File: src/rtl/gray_counter_param.sv
//------------------------------------------------------------------------------
// Module  : gray_counter_param
// Brief   : Parametrised up/down Gray counter with load, wrap/saturate mode,
//           terminal-count flag and sticky overflow. Optional overflow event
//           counter (port OvfCnt) enabled by defining GRAY_OVF_COUNT_EN.
// Rev     : 1.0 - initial release
//------------------------------------------------------------------------------
`default_nettype none

module gray_counter_param #(
  parameter int WIDTH         = 3,
  parameter int SATURATE      = 0,
  parameter int OVF_CNT_WIDTH = 4
) (
  input  logic             Clk,
  input  logic             Reset,
  input  logic             En,
  input  logic             Dir,
  input  logic             Load,
  input  logic [WIDTH-1:0] LoadVal,
  input  logic             OvfClr,
  output logic [WIDTH-1:0] Output,
  output logic [WIDTH-1:0] counter,
  output logic             Overflow,
`ifdef GRAY_OVF_COUNT_EN
  output logic [OVF_CNT_WIDTH-1:0] OvfCnt,
`endif
  output logic             Tc
);

  localparam logic [WIDTH-1:0] c_one = WIDTH'(1);

  if (WIDTH < 2 || OVF_CNT_WIDTH < 1) begin : g_bad_params
    $error("gray_counter_param: WIDTH must be >= 2 and OVF_CNT_WIDTH >= 1");
  end

  logic             w_terminal;
  logic             w_ovf_evt;
  logic [WIDTH-1:0] w_next;

  assign w_terminal = Dir ? (counter == '1) : (counter == '0);
  assign Tc         = w_terminal;

  // A terminal step in wrap mode is just the ordinary modulo step.
  always_comb begin
    w_next    = counter;
    w_ovf_evt = 1'b0;
    if (Load) begin
      w_next = LoadVal;
    end else if (En) begin
      w_ovf_evt = w_terminal;
      if (!(w_terminal && (SATURATE != 0))) begin
        w_next = Dir ? (counter + c_one) : (counter - c_one);
      end
    end
  end

  always_ff @(posedge Clk) begin
    if (Reset) begin
      counter  <= '0;
      Output   <= '0;
      Overflow <= 1'b0;
    end else begin
      counter <= w_next;
      Output  <= w_next ^ (w_next >> 1);
      if (w_ovf_evt) begin
        Overflow <= 1'b1;
      end else if (OvfClr) begin
        Overflow <= 1'b0;
      end
    end
  end

`ifdef GRAY_OVF_COUNT_EN
  always_ff @(posedge Clk) begin
    if (Reset) begin
      OvfCnt <= '0;
    end else if (w_ovf_evt) begin
      if (OvfClr) begin
        OvfCnt <= OVF_CNT_WIDTH'(1);
      end else if (OvfCnt != '1) begin
        OvfCnt <= OvfCnt + OVF_CNT_WIDTH'(1);
      end
    end else if (OvfClr) begin
      OvfCnt <= '0;
    end
  end
`endif

endmodule

`default_nettype wire

File: config.mk
export PLATFORM = sky130hd
export DESIGN_NAME = gray_counter_param
export DESIGN_NICKNAME = d
export VERILOG_FILES = /design/src/rtl/gray_counter_param.sv
export SDC_FILE = /design/constraint.sdc
export NUM_CORES = 1
export LEC_CHECK = 0
export ABC_AREA = 1
export BUFFER_PORTS_ARGS = -buffer_cell sky130_fd_sc_hd__buf_2
export CAP_MARGIN = 15
export CORE_AREA = 2 2 39 41
export CTS_CLUSTER_DIAMETER = 100
export DETAILED_ROUTE_END_ITERATION = 10
export DIE_AREA = 0 0 41 43
export PLACE_DENSITY = 0.6
export SETUP_SLACK_MARGIN = 0.4
export SLEW_MARGIN = 30
export SYNTH_ARGS = -nofsm -noshare
export SYNTH_HDL_FRONTEND = slang
export SYNTH_SLANG_ARGS = --single-unit
File: constraint.sdc
create_clock -name Clk -period 1.3 [get_ports Clk]
set_input_delay 0 -clock Clk [delete_from_list [all_inputs] [get_ports Clk]]
set_output_delay 0 -clock Clk [all_outputs]
set_load 0.005 [all_outputs]
---- Word-level counts from Yosys, hierarchy flattened ----
Index checks and enable logic that the tools add are counted.
word-level totals
  register bits after elaboration ......... 7
  input bits .............................. 9
  output and inout bits ................... 8
  word-level logic and storage cells ...... 17
operators by class
  add/sub/neg operators ................... 2
  equal/unequal tests ..................... 1
  multiplexer cells ....................... 8
  bitwise gates (word level) .............. 1
  reduce and logical (&&, ||, !) cells .... 2
operator list
  kind                 count
  $mux 3               3
  $mux 1               5
  $add 3x1->3 const B  1
  $eq 3x3->1 const B   1
  $logic_not 3->1      1
  $sub 3x1->3 const B  1
  $xor 3x2->3          1
  $reduce_bool 2->1    1

---- Logic depth before layout (Yosys ltp) ----
  word-level depth ........................ 5
  depth in mapped cells ................... 10
  mapped depth without buffers ............ 10

---- Least setup slack after synthesis ----
OpenSTA, ideal clock, no wires.
  path kind ............................... register to register
  start point ............................. reg counter[0]
  end point ............................... reg Output[1]
  setup time .............................. 0.115 ns
  arrival time ............................ 1.341 ns
  required time ........................... 1.185 ns
  setup slack ............................. -0.156 ns
  cell stages (with the launch flop) ...... 8
  buffers on the path ..................... 0
  period minus slack after synthesis ...... 1.456 ns
  cell sequence ........................... dfxtp_1 fa_1 a21oi_1 o21ai_1 o21ai_2 nand3_1 nand2_1 nor2_1
between the ends
  word-level cells in the longest chain between the ends .. 5
  elaborated cells between the ends (all ways) .. 6
  those cells by class .................... add/sub: 2; mux: 3; bitwise: 1
RTL lines
  what                                               line  source
  start: declaration                                 23    output logic [WIDTH-1:0] counter,
  start signal: assignment                           64    counter <= w_next;
  $sub 3x1->3 / $add 3x1->3 (equally long branches)  53    w_next = Dir ? (counter + c_one) : (counter - c_one);
  $mux 3 (*)                                         53
  $mux 3 (*)                                         50    end else if (En) begin
  $mux 3 (*)                                         48    if (Load) begin
  $xor 3x2->3 (*)                                    65    Output <= w_next ^ (w_next >> 1);
  end signal: assignment                             65
  end: declaration                                   22    output logic [WIDTH-1:0] Output,
Mark *: on every way between the ends. The rest lies on a longest branch, timed or not.
A chain may end at the register's enable or synchronous reset.

---- Final worst setup path ----
Same ends and word-level chain as after synthesis.

==> impl_metrics.toml <==
[timing]
final_max_slew_viol_count = 0
tightest_slew_ns = 0.212
fmax_ghz = 0.704
setup_viol = 2
worst_slack_ns = -0.121
grt_setup_unrepaired = "yes"
slew_headroom = 0.859
finalCritPeriodShare = 1.09
worst_clock_skew_ns = 0.00812
period_minus_slack_ns = 1.42
hold_viol = 0

[final_layout]
num_antenna_cells = 0
area_delta_synth_final_pct = 58.8
layout_common_cells = "buf_2, nand2_1, inv_1, nor2_1"
layout_commonest_cell = "buf_2"
nNetsFinal = 78
drive_above_1_share = 0.567

[clock_tree]
cts_root_buf = "clkbuf_4"
cts_tree = "done"
htreeDepth = 1
clk_pin_slew_worst_paths_ns = 0.05
clock_path_buffers = 2
clk_latency_ns = 0.25
clock_sinks = 6
cts_buffers = 3

[worst_setup_path]
worst-endpoint-arrival_ns = 1.56
crit_start = "counter[0]"
r2r_setup_slack_ns = -0.12
start_kind = "flip-flop"
worstSetupEndpoint = "Output[1]"
r2r_start = "counter[0]"
crit_type = "flip-flop to flip-flop"
worst-path-max-fanout = 4
cp_data_required_time_ns = 1.44
crit_path_end_kind = "flip-flop"
worstReg2RegEnd = "Output[1]"
reg2regPathDepth = 7

[routing]
via_count = 365
viasPerCell = 4.40
drt_iter0_markers = 4
drc = 0
wl_per_cell_um = 9.67
postRouteAntennaNets = 0
routed_wl_um = 803
drt-pass1-iter-count = 4

[global_route]
track_usage = 0.116
grt_max_degree = 7
grt_antenna_before_repair = 0
grt_pass1_vias = 344
overflow = 0
grt_pass1_wl_um = 1280

[placement]
io_buffers = 16
post-place-ws_ns = -0.138
gp_congestion = 0.690
dp_hpwl_um = 620

[floorplan]
die_h_um = 43
io_pins = 17
initial_core_util = 0.237
core_um2 = 1380
chipWidth_um = 41
fp-row-count = 14
dieArea_um2 = 1760

[logic_synthesis]
syn-num-nets = 54
yosys.area.top_type = "dfxtp_1"
synth-seq-area-share = 0.366
ys_ff_latch = 6
synthTopCellsByArea = "dfxtp_1, nand2_1, inv_1"
syn_inst = 44
syn-mean-instance-area_um2 = 7.45
yosys.area.top_type_share = 0.366
netlist_area_um2 = 328
yosys.cell_types.count = 15
yosys_warnings = 0

[run_status]
status = "finished, violations left"
violations = "setup timing"

[power]
power.internal_mw = 0.393
power_frac_comb = 0.277
p_clk_frac = 0.339
p_sw_frac = 0.290
power_leakage_nw = 0.253
pwr-share-seq = 0.385
p_sw_mw = 0.160
ir_worst_vdd_uv = 337
power_density_nw_per_um2 = 1060
p_total_mw = 0.553

[hold_path]
min_path_type = "input pin to flip-flop"

[run]
maxCapViolations = 0
==> flip-flops by register name, summed over array words and instances (netlist names) <==
name	cells
counter	2
Overflow	1
Output	3
==> power by group through the flow <==
| stage | registers, mW | clock network (mW) | logic (mW) |
|---|---|---|---|
| 6_report | 0.213 | 0.187 | 0.153 |
| 5_1_grt | 0.216 | 0.202 | 0.172 |
| 4_1_cts | 0.212 | 0.197 | 0.146 |
| 3_5_place_dp | 0.214 | 0 | 0.130 |
| 3_3_place_gp | 0.214 | 0 | 0.126 |
| 2_1_floorplan | 0.221 | 0 | 0.0669 |
==> logic make-up after synthesis <==
logic type	after synthesis	synth area share
buffers and inverters	8	0.103
AOI/OAI and AO/OA	8	0.168
DFF	6	0.366
and+or+nand+nor	20	0.275
adders and majority gates	1	0.0611
xor gates and xnor gates	1	0.0267
==> cell usage after synthesis <==
| library cell | number |
|---|---|
| xnor2_1 | 1 |
| nor2_1 | 4 |
| nor2_2 | 2 |
| nand2_1 | 8 |
| nand4_1 | 2 |
| buf_4 | 1 |
| inv_2 | 1 |
| fa_1 | 1 |
| dfxtp_1 | 6 |
| nand3_1 | 4 |
| inv_1 | 6 |
| a21oi_1 | 4 |
| o21ai_1 | 1 |
| o21ai_2 | 2 |
| o31ai_2 | 1 |
==> cell type report <==
cell class / instances / area [µm²]
Fill cell: 150 / 863
Multi-Input combinational cell: 30 / 203
Sequential cell: 6 / 126
Timing Repair Buffer: 20 / 119
Clock buffer: 4 / 26.3
Inverter: 7 / 26.3
Tap cell: 16 / 20.0
==> worst max-delay path, stage by stage, from the launching register on <==
cell,delay (ns)
dfxtp_4,0.35
fa_2,0.44
a21oi_2,0.14
o21ai_2,0.07
o21ai_2,0.10
nand3_1,0.11
nand2_1,0.07
nor2_1,0.04
==> per-stage QoR <==
stage	setup TNS, ns	hold slack, ns	std cells	area [µm²]	utilization
final	-0.210	0.0237	83	520	0.376
after global routing	-0.354	0.0318	83	520	0.376
after CTS	-0.300	0.0200	83	509	0.368
after detailed placement	-0.285	0.241	77	440	0.318
after global placement	-0.207	0.239	77	440	0.318
after floorplan	-0.112	0.0600	44	333	-
==> routing by layer <==
layer | vias to the layer above | GRT usage | wire length [µm]
li1 | 188 | - | -
met5 | - | 0 | 0
met1 | 162 | 0.0839 | 271
met2 | 13 | 0.197 | 451
met4 | 0 | 0.120 | 21
met3 | 2 | 0.0419 | 59
==> what timing repair did <==
| action | 4_1_cts | 5_1_grt |
|---|---|---|
| endpoints found under the setup margin | 7 | 7 |
| hold buffers | 2 | 0 |
| resized for setup | 6 | 5 |
| hold endpoints to repair | 4 | 0 |
| pin swaps | 6 | 9 |
| buffers inserted | 0 | 0 |
==> worst min path at each step <==
stage / to / slack [ns] / from / cells past startpoint
after floorplan: counter[1] / 0.06 / Reset / 1
after global placement: counter[1] / 0.24 / Reset / 2
after detailed placement: counter[1] / 0.24 / Reset / 2
after CTS: counter[0] / 0.02 / LoadVal[0] / 3
after global routing: counter[0] / 0.03 / LoadVal[0] / 3
final: counter[0] / 0.02 / LoadVal[0] / 3
Note: power is estimated with default switching activity, not from simulation.
